<file path="src/rtl/nrf_pkg.sv">
// nRF24L01 command bytes, STATUS flag masks and TX sequencer types shared by
// the RX and TX controllers.
package nrf_pkg;

  localparam logic [7:0] W_REGISTER   = 8'h20;
  localparam logic [7:0] STATUS_REG   = 8'h07;
  localparam logic [7:0] W_TX_PAYLOAD = 8'hA0;
  localparam logic [7:0] FLUSH_TX     = 8'hE1;
  localparam logic [7:0] NOP          = 8'hFF;

  localparam logic [7:0] RX_DR  = 8'h40;
  localparam logic [7:0] TX_DS  = 8'h20;
  localparam logic [7:0] MAX_RT = 8'h10;

  // Writing 1s to all three interrupt flags clears them in one STATUS write.
  localparam logic [7:0] CLEAR_IRQ_FLAGS = RX_DR | TX_DS | MAX_RT;

  typedef enum logic [3:0] {
    ST_IDLE,
    ST_WTX_CMD,
    ST_PAYLOAD,
    ST_CSN_GAP,
    ST_CE_PULSE,
    ST_WAIT_IRQ,
    ST_RD_STATUS,
    ST_CLR_FLAGS,
    ST_CLR_GAP,
    ST_FLUSH,
    ST_DONE
  } tx_state_t;

  typedef enum logic [1:0] {
    RESULT_TX_DS   = 2'b00,
    RESULT_MAX_RT  = 2'b01,
    RESULT_TIMEOUT = 2'b10
  } tx_result_t;

  // TX_DS takes priority over MAX_RT; neither flag means the IRQ was spurious.
  function automatic tx_result_t decode_tx_result(input logic [7:0] status);
    if ((status & TX_DS) != 8'h00) begin
      return RESULT_TX_DS;
    end else if ((status & MAX_RT) != 8'h00) begin
      return RESULT_MAX_RT;
    end else begin
      return RESULT_TIMEOUT;
    end
  endfunction

endpackage

</file>
<file path="src/rtl/nrf_delay_counter.sv">
// Loadable down-counter that stops at zero; done is high while the count is zero.
module nrf_delay_counter #(
  parameter int WIDTH = 15
) (
  input  logic             i_Clk,
  input  logic             i_Rst,
  input  logic             load,
  input  logic [WIDTH-1:0] load_value,
  input  logic             decrement,
  output logic             done
);

  logic [WIDTH-1:0] count;

  always_ff @(posedge i_Clk) begin
    if (i_Rst) begin
      count <= '0;
    end else if (load) begin
      count <= load_value;
    end else if (decrement && (count != '0)) begin
      count <= count - 1'b1;
    end
  end

  assign done = (count == '0);

endmodule

</file>
<file path="src/rtl/nrf_tx_controller.sv">
// PTX sequencer for the nRF24L01: loads a payload, pulses CE, waits for IRQ,
// reads/clears STATUS, flushes the TX FIFO on failure and reports the result.
module nrf_tx_controller
  import nrf_pkg::*;
#(
  parameter int PAYLOAD_BYTES   = 4,
  parameter int CE_PULSE_CYCLES = 250,
  parameter int TIMEOUT_CYCLES  = 25000
) (
  input  logic                       i_Clk,
  input  logic                       i_Rst,
  input  logic                       i_Start,
  input  logic [8*PAYLOAD_BYTES-1:0] i_Payload,
  input  logic                       i_TX_Ready,
  input  logic                       i_RX_DV,
  input  logic [7:0]                 i_RX_Byte,
  input  logic                       i_IRQ_n,
  output logic [7:0]                 o_Data,
  output logic                       o_TX_DV,
  output logic                       o_SPI_Csn,
  output logic                       o_CE,
  output logic                       o_Busy,
  output logic                       o_Done,
  output logic [1:0]                 o_Result,
  output logic [7:0]                 o_Status_Reg
);

  localparam int CNT_MAX  = (CE_PULSE_CYCLES > TIMEOUT_CYCLES) ? CE_PULSE_CYCLES : TIMEOUT_CYCLES;
  localparam int CNT_W    = (CNT_MAX > 1) ? $clog2(CNT_MAX) : 1;
  localparam int IDX_W    = (PAYLOAD_BYTES > 1) ? $clog2(PAYLOAD_BYTES) : 1;
  localparam logic [IDX_W-1:0] LAST_IDX = IDX_W'(PAYLOAD_BYTES - 1);
  localparam logic [CNT_W-1:0] CE_LOAD  = CNT_W'(CE_PULSE_CYCLES - 1);
  localparam logic [CNT_W-1:0] TO_LOAD  = CNT_W'(TIMEOUT_CYCLES - 1);

  tx_state_t                  state, state_n;
  logic [IDX_W-1:0]           byte_idx, byte_idx_n;
  logic                       sent, sent_n;
  logic [8*PAYLOAD_BYTES-1:0] payload_q, payload_n;
  logic [7:0]                 status_q, status_n;
  tx_result_t                 result_q, result_n;

  logic             spi_active;
  logic             byte_done;
  logic             cnt_load;
  logic [CNT_W-1:0] cnt_load_value;
  logic             cnt_dec;
  logic             cnt_done;

  nrf_delay_counter #(
    .WIDTH(CNT_W)
  ) u_delay (
    .i_Clk     (i_Clk),
    .i_Rst     (i_Rst),
    .load      (cnt_load),
    .load_value(cnt_load_value),
    .decrement (cnt_dec),
    .done      (cnt_done)
  );

  always_ff @(posedge i_Clk) begin
    if (i_Rst) begin
      state     <= ST_IDLE;
      byte_idx  <= '0;
      sent      <= 1'b0;
      payload_q <= '0;
      status_q  <= 8'h00;
      result_q  <= RESULT_TX_DS;
    end else begin
      state     <= state_n;
      byte_idx  <= byte_idx_n;
      sent      <= sent_n;
      payload_q <= payload_n;
      status_q  <= status_n;
      result_q  <= result_n;
    end
  end

  assign spi_active = (state == ST_WTX_CMD) || (state == ST_PAYLOAD) ||
                      (state == ST_RD_STATUS) || (state == ST_CLR_FLAGS) ||
                      (state == ST_FLUSH);

  // 'sent' marks a byte handed to the SPI master and not yet acknowledged.
  assign byte_done = spi_active && sent && i_RX_DV;

  always_comb begin
    state_n        = state;
    byte_idx_n     = byte_idx;
    sent_n         = sent;
    payload_n      = payload_q;
    status_n       = status_q;
    result_n       = result_q;
    cnt_load       = 1'b0;
    cnt_load_value = '0;
    cnt_dec        = 1'b0;
    o_TX_DV        = 1'b0;

    if (spi_active) begin
      if (!sent && i_TX_Ready) begin
        o_TX_DV = 1'b1;
        sent_n  = 1'b1;
      end else if (byte_done) begin
        sent_n = 1'b0;
      end
    end

    case (state)
      ST_IDLE: begin
        if (i_Start) begin
          payload_n  = i_Payload;
          result_n   = RESULT_TX_DS;
          byte_idx_n = '0;
          sent_n     = 1'b0;
          state_n    = ST_WTX_CMD;
        end
      end
      ST_WTX_CMD: begin
        if (byte_done) begin
          byte_idx_n = '0;
          state_n    = ST_PAYLOAD;
        end
      end
      ST_PAYLOAD: begin
        if (byte_done) begin
          if (byte_idx == LAST_IDX) begin
            state_n = ST_CSN_GAP;
          end else begin
            byte_idx_n = byte_idx + 1'b1;
          end
        end
      end
      ST_CSN_GAP: begin
        cnt_load       = 1'b1;
        cnt_load_value = CE_LOAD;
        state_n        = ST_CE_PULSE;
      end
      ST_CE_PULSE: begin
        if (cnt_done) begin
          cnt_load       = 1'b1;
          cnt_load_value = TO_LOAD;
          state_n        = ST_WAIT_IRQ;
        end else begin
          cnt_dec = 1'b1;
        end
      end
      ST_WAIT_IRQ: begin
        // IRQ is checked first so it wins a tie with the timeout.
        if (!i_IRQ_n) begin
          state_n = ST_RD_STATUS;
        end else if (cnt_done) begin
          result_n = RESULT_TIMEOUT;
          state_n  = ST_RD_STATUS;
        end else begin
          cnt_dec = 1'b1;
        end
      end
      ST_RD_STATUS: begin
        if (byte_done) begin
          status_n = i_RX_Byte;
          state_n  = ST_CLR_FLAGS;
        end
      end
      ST_CLR_FLAGS: begin
        if (byte_done) begin
          if (result_q != RESULT_TIMEOUT) begin
            result_n = decode_tx_result(status_q);
          end
          state_n = ST_CLR_GAP;
        end
      end
      ST_CLR_GAP: begin
        state_n = (result_q == RESULT_TX_DS) ? ST_DONE : ST_FLUSH;
      end
      ST_FLUSH: begin
        if (byte_done) begin
          state_n = ST_DONE;
        end
      end
      ST_DONE: begin
        state_n = ST_IDLE;
      end
      default: begin
        state_n = ST_IDLE;
      end
    endcase
  end

  always_comb begin
    o_Data = 8'h00;
    case (state)
      ST_WTX_CMD:   o_Data = W_TX_PAYLOAD;
      ST_PAYLOAD:   o_Data = payload_q[{byte_idx, 3'b000} +: 8];
      ST_RD_STATUS: o_Data = W_REGISTER | STATUS_REG;
      ST_CLR_FLAGS: o_Data = CLEAR_IRQ_FLAGS;
      ST_FLUSH:     o_Data = FLUSH_TX;
      default:      o_Data = 8'h00;
    endcase
  end

  assign o_SPI_Csn    = !spi_active;
  assign o_CE         = (state == ST_CE_PULSE);
  assign o_Busy       = (state != ST_IDLE) && (state != ST_DONE);
  assign o_Done       = (state == ST_DONE);
  assign o_Result     = result_q;
  assign o_Status_Reg = status_q;

endmodule

</file>
<file path="config.mk">
export PLATFORM = sky130hd
export DESIGN_NAME = nrf_tx_controller
export DESIGN_NICKNAME = d
export VERILOG_FILES = /design/src/rtl/nrf_pkg.sv /design/src/rtl/nrf_delay_counter.sv /design/src/rtl/nrf_tx_controller.sv
export SDC_FILE = /design/constraint.sdc
export NUM_CORES = 1
export LEC_CHECK = 0
export CAP_MARGIN = 20
export CORE_MARGIN = 4
export CORE_UTILIZATION = 45
export CTS_CLUSTER_DIAMETER = 120
export DETAILED_ROUTE_END_ITERATION = 8
export HOLD_SLACK_MARGIN = 0.02
export PLACE_DENSITY_LB_ADDON = 0.12
export SYNTH_ARGS = -nofsm -noshare
export SYNTH_HDL_FRONTEND = slang
export SYNTH_SLANG_ARGS = --single-unit
</file>
<file path="constraint.sdc">
create_clock -name i_Clk -period 5.7 [get_ports i_Clk]
set_input_delay 1.71 -clock i_Clk [delete_from_list [all_inputs] [get_ports i_Clk]]
set_output_delay 1.71 -clock i_Clk [all_outputs]
set_load 0.005 [all_outputs]
</file>
Yosys cells after proc, flatten, opt, wreduce, memory -nomap -nowiden
Index checks and enable logic that the tools add are counted.

Equal/unequal tests: 26. Mux-type cells: 41. Shift-type cells: 1. Reductions and logical operators: 24. Add/sub/neg operators: 2.

Operator list (number): $mux 15 (3); $mux 4 (10); $pmux 4 s10 (1); $pmux 8 s5 (1); $shiftx 32x6->8 (1); $pmux 15 s2 (1); $mux 2 (11); $ne 2x2->1 const B (10); $eq 4x3->1 const B (4); $logic_not 15->1 (1); $reduce_bool 15->1 (1); $sub 15x1->15 const B (1); $eq 4x4->1 const B (3); $pmux 2 s3 (2); $mux 1 (10); $reduce_and 9->1 (1); $eq 4x2->1 const B (2); $ne 2x1->1 const B (3); $reduce_and 6->1 (1); $reduce_bool 3->1 (2); $logic_and 1x1->1 (5); $reduce_and 5->1 (1); $eq 4x1->1 const B (1); $logic_not 4->1 (1); other kinds (11) (17).

Register bits after elaboration: 64. Word-level logic and storage cells: 101. Input port bits: 46.

Longest topological paths before layout
Gate-level depths: netlist (run 1).

Depth after elaboration: 12. Gate-level depth with buffers: 8. Mapped depth without buffers: 7.

By module
From an unflattened synthesis (run 1), not the netlist that was laid out.

Cells, all modules: 397. Area, all modules: 3216.8 µm².

By module, submodules not included: nrf_tx_controller (instances 1, seq. area each 980.9 µm², cells an instance 291, area each 2358.5 µm²); nrf_delay_counter (instances 1, seq. area each 300.3 µm², cells an instance 106, area each 858.3 µm²).

Worst setup path after synthesis (run 1)
Ideal clock, no wire load.

Path type: in2out. Start: input i_TX_Ready. End: output o_TX_DV. Slack: 2.145 ns. Stages: 2. Arrival: 1.845 ns. Path buffers: 0. Cells stage by stage: nand2_1 > nor2_1.

Cells in the longest elaborated chain, start to end: 3.

RTL lines: start, declared (RTL line nrf_tx_controller.sv:14) `input logic i_TX_Ready,`; $logic_and 1x1->1 (RTL line nrf_tx_controller.sv:98) `if (!sent && i_TX_Ready) begin`; $mux 1 (RTL line nrf_tx_controller.sv:98); $mux 1 (RTL line nrf_tx_controller.sv:97) `if (spi_active) begin`; end, declared (RTL line nrf_tx_controller.sv:19) `output logic o_TX_DV,`.

Every way passes these cells.

Worst setup path in the final report (run 1)
Ends and elaborated chain as after synthesis.

==> results.toml, run 1 <==
[outcome]
status = "completed"

[synth]
synth_flop_cell = "dfxtp_1"
synth-async-reset-ratio = 0
synth_top_cell_area_share = 0.4080
synth_area_per_cell_um2 = 8.308
yosysSeqAreaShare = 0.4080
synth_warnings = 0
synth_cells = 378
ys_top_cells_by_area = "dfxtp_1 (41%), nand2_1 (9.3%), a21oi_1 (7.5%)"
synth_edf_count = 0
ys_types = 50
synth_top_area_cell = "dfxtp_1"
synth_fp_nets = 426
ys_ff_latch = 64
synth_area_um2 = 3141

[layout]
layout_common_cells = "nand2_1 (78), clkdlybuf4s50_1 (67), dfxtp_1 (64)"
diodes = 0
syn2layout_area_growth_pct = 28.13
drive_above_1_share = 0.09339
nNetsFinal = 485
layout_commonest_cell = "nand2_1"
nFillCells = 654

[place]
detailed_place_hpwl_um = 5540
io_buffers = 68
gp_congestion = 0.9043

[drt]
routed_wirelength_um = 7694
drtIter0Drc = 152
num_vias = 2862
routed_via_density = 5.350
drt_pass1_iterations = 4
drcViolationCount = 0
ant_nets = 0
wire_per_inst_um = 14.38

[clock_tree]
cts_max_path_buffers = 2
clk_latency_ns = 0.34
root_buffer = "clkbuf_8"
postCtsSetupBuffers = 0
clkTransAtPathRegs_ns = 0.06
numCtsBuffers = 9
cts_hold_buf = 0
cts_max_level = 3
cts_num_sinks = 64
cts_tree = "yes"
ctsResizeCount = 0

[setup_path]
crit_buf_inv = 2
slowest_delay_ns = 0.50
critical_path_required_ns = 3.99
cpMostUsedCell = "clkdlybuf4s50_1"
critPathKind = "in2out"
cpLargestDelayFamily = "buffers and inverters"
cp.arrival_ns = 2.82
end_kind = "output port"
critPathSlowestCell = "clkdlybuf4s50_1"
cp_max_fo = 2
cp-start-kind = "primary input"
cp_cell_sequence = "clkdlybuf4s50_1 -> nand2_1 -> nor2_1 -> clkdlybuf4s50_1"

[timing]
max_freq_mhz = 220.8
slew-limit-headroom = 0.5794
final.period_utilization = 0.7945
maxSlewViolCount = 0
finalCriticalPeriod_ns = 4.529
fin_setup_tns_ns = 0
tightest_slew_ns = 0.6309
rsz0062_at_grt = "no"
hold_viol = 0
skew_ns = 0.008644
setup_violations = 0

[grt]
grt_usage = 0.1883
grt-ovfl-total = 0
antenna_found_initial = 0
grt_max_degree = 56
grt_pass1_wl_um = 12700
grt_pass1_vias = 2685

[power]
ir_drop_mv = 0.3172
p_leak_uw = 0.001441
finalPower_uw = 1805
power.density_nw_per_um2 = 448.6

[flow_run]
drv_cap = 0

[floorplan]
coreArea_um2 = 6794
num_rows = 30
dieArea_um2 = 8380
initial_core_util = 0.4622
die_y_um = 91.54
ios = 69
die_x_um = 91.54

[hold_path]
hp-class = "reg2reg"
==> sequential cells by signal (all words and copies together) (netlist names) <==
name,flops
sent,1
payload_q,32
o_Result,2
u_delay.count,15
o_Status_Reg,8
state,4
byte_idx,2
==> power breakdown <==
| part | leakage, µW | internal (µW) | switching, µW |
|---|---|---|---|
| registers | 0.000521 | 539 | 107 |
| logic | 0.000844 | 366 | 487 |
| clock network | 0.0000749 | 149 | 157 |
| total | 0.00144 | 1050 | 751 |
==> per-stage QoR <==
step	instance area, µm²	worst slack [ns]	hold WS, ns	util	instances
5_1_grt	4024	1.134	0.4749	0.5923	535
6_report	4024	1.171	0.4539	0.5923	535
3_3_place_gp	3840	1.165	0.4404	0.5652	520
3_5_place_dp	3867	1.156	0.4472	0.5692	521
2_1_floorplan	3141	2.145	0.4331	-	378
4_1_cts	4009	1.160	0.4560	0.5901	534
==> final timing paths <==
check | depth (start not counted) | endpoint | from | slack, ns
worst max-delay path | 4 | o_TX_DV | i_TX_Ready | 1.17
worst min-delay path | 2 | payload_q[16] | payload_q[16] | 0.45
worst max register to register | 6 | state[3] | state[0] | 3.55
worst min register to register | 2 | payload_q[16] | payload_q[16] | 0.45
==> layout make-up <==
cell class                 count  area [µm²]  area share
sequential                    64        1281      0.3184
timing repair buffer          71       725.7      0.1803
clock buffer                  11       131.4     0.03265
inverter                       9       33.78    0.008396
multi-input combinational    282        1722      0.4279
tap                           96       120.1     0.02985
clock inverter                 2       10.01    0.002488
==> layer usage <==
layer / routed length (µm) / GRT usage / up-vias / share of wire
met2: 3774 / 0.3116 / 77 / 0.49
met1: 3393 / 0.2411 / 1342 / 0.44
met3: 353 / 0.03148 / 14 / 0.046
met4: 172 / 0.07915 / 0 / 0.022
met5: 0 / 0 / - / 0
li1: - / - / 1429 / -
==> tightest hold or removal path, stage by stage (launching register included) <==
cell     delay (ns)
dfxtp_1        0.31
nand2_1        0.05
a21oi_1        0.05
==> cells by family (layout without fill, tap and decap cells) <==
logic type,count (synthesis),count (layout),synth area share
and+or+nand+nor,172,172,0.2713
AOI/OAI and AO/OA,79,79,0.1494
DFF,64,64,0.4080
buffers and inverters,32,93,0.04382
muxes,17,17,0.08606
xor gates and xnor gates,12,12,0.03347
adders and majority gates,2,2,0.007967
==> synth_stat cells (all sizes together), types with 3 or more instances <==
master  count
mux2i       9
xnor2       9
nor3        6
or3         7
xor2        3
and3        4
dfxtp      64
o21a        3
nand3      14
and2        3
clkbuf     13
nand4       3
nor2       27
inv         9
nand2      80
buf        10
mux4        8
nor4       10
nor2b       3
a21oi      49
o21ai      15
nand2b      6
(Power assumes the default switching activity.)
==> run 2, diff against run 1 <==
clock period = 4.4 ns   (was 5.7 ns; I/O delays follow)
==> run 2 against run 1 <==
Count of clock-buffer cells in the layout grew 2. Flip-flop and latch count is the same. Register-to-register slack lost 1.3 ns. Clock power grew 71%. Clock skew shrank 0.0040 ns. Highest routed layer unchanged. First-iteration DRC count grew 0.66%. Non-clock buffer count grew 1. Via count shrank 1.5%. Cell count grew 0.56%. Sequential share of layout area shrank 0.35 points. Critical path type unchanged. Worst hold slack lost 0.0013 ns.
==> results.toml, run 2 (synthesis results as in run 1) <==
[outcome]
status = "completed"

[setup_path]
rrSetupSlack_ns = 2.28
cp.arrival_ns = 2.44
critical_path_required_ns = 3.08
critPathKind = "in2out"
cp_max_fo = 2
cp-start-kind = "primary input"
end_kind = "output port"

[power]
p_int_uw = 1458
p_seq_frac = 0.342
ir_drop_mv = 0.3418
pwr-share-comb = 0.443
p_leak_uw = 0.001462
power.density_nw_per_um2 = 598.4
p_clk_frac = 0.215
p_switching_uw = 977.1
swShare = 0.4013

[clock_tree]
cts_hold_buf = 0
cts_max_level = 3
ctsResizeCount = 0
clkTransAtPathRegs_ns = 0.07
root_buffer = "clkbuf_8"
numCtsBuffers = 9
clk_latency_ns = 0.34
cts_num_sinks = 64
postCtsSetupBuffers = 0
cts_tree = "yes"
cts_max_path_buffers = 2

[layout]
layout_common_cells = "nand2_1 (78), clkdlybuf4s50_1 (67), dfxtp_1 (64)"
largest_register_ffs = 32
layout_commonest_cell = "nand2_1"
regMostFlops = "payload_q"
nNetsFinal = 486
syn2layout_area_growth_pct = 29.56
drive_above_1_share = 0.1018
diodes = 0

[timing]
fin_setup_tns_ns = 0
finalCriticalPeriod_ns = 3.756
final.period_utilization = 0.8535
max_freq_mhz = 266.3
slew-limit-headroom = 0.5963
tightest_slew_ns = 0.6047
setup_violations = 0
hold_viol = 0
skew_ns = 0.004637
maxSlewViolCount = 0
whs_ns = 0.4526
rsz0062_at_grt = "no"

[drt]
wire_per_inst_um = 14.15
num_vias = 2818
drcViolationCount = 0
routed_wirelength_um = 7611
ant_nets = 0
routed_via_density = 5.238
drt_pass1_iterations = 5
drtIter0Drc = 153

[grt]
grt-ovfl-total = 0
grt_pass1_wl_um = 12790
grt_max_degree = 41
grt_usage = 0.1914
grt_pass1_vias = 2687
antenna_found_initial = 0

[floorplan]
dieArea_um2 = 8380
ios = 69
coreArea_um2 = 6794
num_rows = 30
die_x_um = 91.54
initial_core_util = 0.4622
die_y_um = 91.54

[place]
io_buffers = 68
gp_congestion = 0.9105
detailed_place_hpwl_um = 5459

[flow_run]
drv_cap = 0

[hold_path]
hp-class = "reg2reg"
run 2: cell types whose count changed in the layout (fill, tap and decap cells not counted), sizes merged:
cell and change:
clkinv -2, clkinvlp +1, clkbuf +2, bufinv +1, buf +1
run 2: path summary, 6_finish.rpt:
kind | from | end | cells after the start
hold reg to reg | payload_q[26] | payload_q[26] | 2
setup reg to reg | state[0] | state[3] | 6
hold / removal | payload_q[26] | payload_q[26] | 2
setup / recovery | i_TX_Ready | o_TX_DV | 4
run 2: metrics by stage:
step	util	total power [µW]	cell area [µm²]	worst slack [ns]	cells
detailed placement	0.5685	1918	3862	0.6407	523
global placement	0.5685	1915	3862	0.6531	523
CTS	0.5989	2445	4069	0.6392	538
floorplan	-	1663	3141	1.625	378
global route	0.5989	2615	4069	0.5956	538
finish	0.5989	2435	4069	0.6445	538
run 2: area by class of cell:
class / instances / area [µm²]
inverter: 9 / 33.78
fill: 649 / 2725
clock inverter: 2 / 37.54
sequential: 64 / 1281
timing repair buffer: 72 / 705.7
clock buffer: 13 / 168.9
multi-input combinational: 282 / 1722
tap: 96 / 120.1
run 2: power groups by stage:
stage          logic [µW]  clock network, µW  registers [µW]
2_1_floorplan         886                  0             777
3_3_place_gp         1070                  0             842
3_5_place_dp         1070                  0             845
4_1_cts              1080                534             833
5_1_grt              1200                560             852
6_report             1080                523             832
run 2: critical path, cell delays in order:
cell and delay, ns:
clkdlybuf4s50_1 0.48, nand2_1 0.05, nor2_1 0.08, clkdlybuf4s50_1 0.51
run 2: layer usage:
metal,part of all wire,vias up,global-route usage
met5,0,-,0
met4,0.024,0,0.09548
met3,0.051,15,0.04308
met2,0.47,84,0.3080
met1,0.46,1278,0.2397
li1,-,1441,-
==> run 3, diff against run 2 <==
REMOVE_ABC_BUFFERS = 1   (was default)
clock period = 4.5 ns   (was 4.4 ns; I/O delays follow)
==> run 3 against run 2 <==
Setup slack improved by 0.042 ns. Design area down 0.68%. Total power is 3.6% lower. Register-to-register slack better by 0.04 ns. Count of clock-buffer cells in the layout shrank 2. Highest routed layer unchanged.
==> results.toml, run 3 (synthesis results as in run 1) <==
[place]
gp_congestion = 0.8230
io_buffers = 68
place_ws_ns = 0.6816
detailed_place_hpwl_um = 5358

[timing]
tightest_slew_ns = 0.8293
rsz0062_at_grt = "no"
final.period_utilization = 0.8475
maxSlewViolCount = 0
skew_ns = 0.006427
fin_ws_ns = 0.6863
fin_setup_tns_ns = 0
finalCriticalPeriod_ns = 3.814
slew-limit-headroom = 0.4472
setup_violations = 0
max_freq_mhz = 262.2
hold_viol = 0

[setup_path]
end_kind = "output port"
slowest_delay_ns = 0.50
cp_max_fo = 2
cp-start-kind = "primary input"
cpLargestDelayFamily = "buffers and inverters"
critPathKind = "in2out"
cpMostUsedCell = "clkdlybuf4s50_1"
cp_cell_sequence = "clkdlybuf4s50_1 -> nand2_1 -> nor2_1 -> clkdlybuf4s50_1"
critPathSlowestCell = "clkdlybuf4s50_1"
cp.arrival_ns = 2.46
critical_path_required_ns = 3.15
crit_buf_inv = 2

[floorplan]
die_y_um = 91.54
coreArea_um2 = 6794
num_rows = 30
ios = 69
die_x_um = 91.54
dieArea_um2 = 8380
initial_core_util = 0.4622

[power]
p_leak_uw = 0.001454
ir_drop_mv = 0.3388
power.density_nw_per_um2 = 580.5
finalPower_uw = 2346

[drt]
ant_nets = 0
num_vias = 2835
wire_per_inst_um = 14.02
routed_wirelength_um = 7531
drtIter0Drc = 120
drt_pass1_iterations = 4
routed_via_density = 5.279
drcViolationCount = 0

[layout]
layout_common_cells = "nand2_1 (78), clkdlybuf4s50_1 (67), dfxtp_1 (64)"
regMostFlops = "payload_q"
largest_register_ffs = 32
drive_above_1_share = 0.09977
diodes = 0
nNetsFinal = 485
syn2layout_area_growth_pct = 28.69
layout_commonest_cell = "nand2_1"

[hold_path]
hp-class = "reg2reg"

[outcome]
status = "completed"

[clock_tree]
cts_max_level = 3
cts_tree = "yes"
root_buffer = "clkbuf_8"
clk_latency_ns = 0.35
cts_hold_buf = 0
ctsResizeCount = 0
cts_max_path_buffers = 2
numCtsBuffers = 9
clkTransAtPathRegs_ns = 0.06
postCtsSetupBuffers = 0
cts_num_sinks = 64

[grt]
grt_max_degree = 36
grt_pass1_vias = 2655
grt_usage = 0.1895
grt-ovfl-total = 0
grt_pass1_wl_um = 12740
antenna_found_initial = 0

[flow_run]
drv_cap = 0
run 3: where the power goes:
| group | switching [µW] | total [µW] | internal [µW] |
|---|---|---|---|
| registers | 129 | 811 | 682 |
| clock network | 218 | 483 | 265 |
| logic | 610 | 1050 | 443 |
| total | 957 | 2350 | 1390 |
run 3: path summary, 6_finish.rpt:
kind / startpoint / slack [ns] / depth (start not counted) / end
max: i_TX_Ready / 0.69 / 4 / o_TX_DV
min: payload_q[10] / 0.45 / 2 / payload_q[10]
max reg2reg: state[2] / 2.32 / 5 / payload_q[17]
min reg2reg: payload_q[10] / 0.45 / 2 / payload_q[10]
run 3: stage by stage:
step | area, µm² | hold WS [ns] | cells | utilization
finish | 4041 | 0.4532 | 537 | 0.5948
global route | 4041 | 0.4743 | 537 | 0.5948
floorplan | 3037 | 0.4271 | 355 | -
CTS | 4041 | 0.4543 | 537 | 0.5948
detailed placement | 3855 | 0.4451 | 522 | 0.5674
global placement | 3855 | 0.4408 | 522 | 0.5674
run 3: layout make-up:
cell class	count	area, µm²
fillers	669	2753
well taps	96	120.1
repair buffers	71	698.2
flip-flops and latches	64	1281
multi-input cells	282	1722
inverters	9	33.78
clock inverters	4	45.04
clock buffers	11	141.4
run 3: routing by layer:
metal,routed length [µm],vias to the layer above,GRT usage
li1,-,1435,-
met1,3588,1316,0.2564
met2,3354,72,0.2800
met3,417,12,0.04474
met4,170,0,0.09673
met5,0,-,0
run 3: tightest hold or removal path, stage by stage, from the launching register on:
cell and delay (ns):
dfxtp_1 0.31, nand2_1 0.05, a21oi_1 0.05
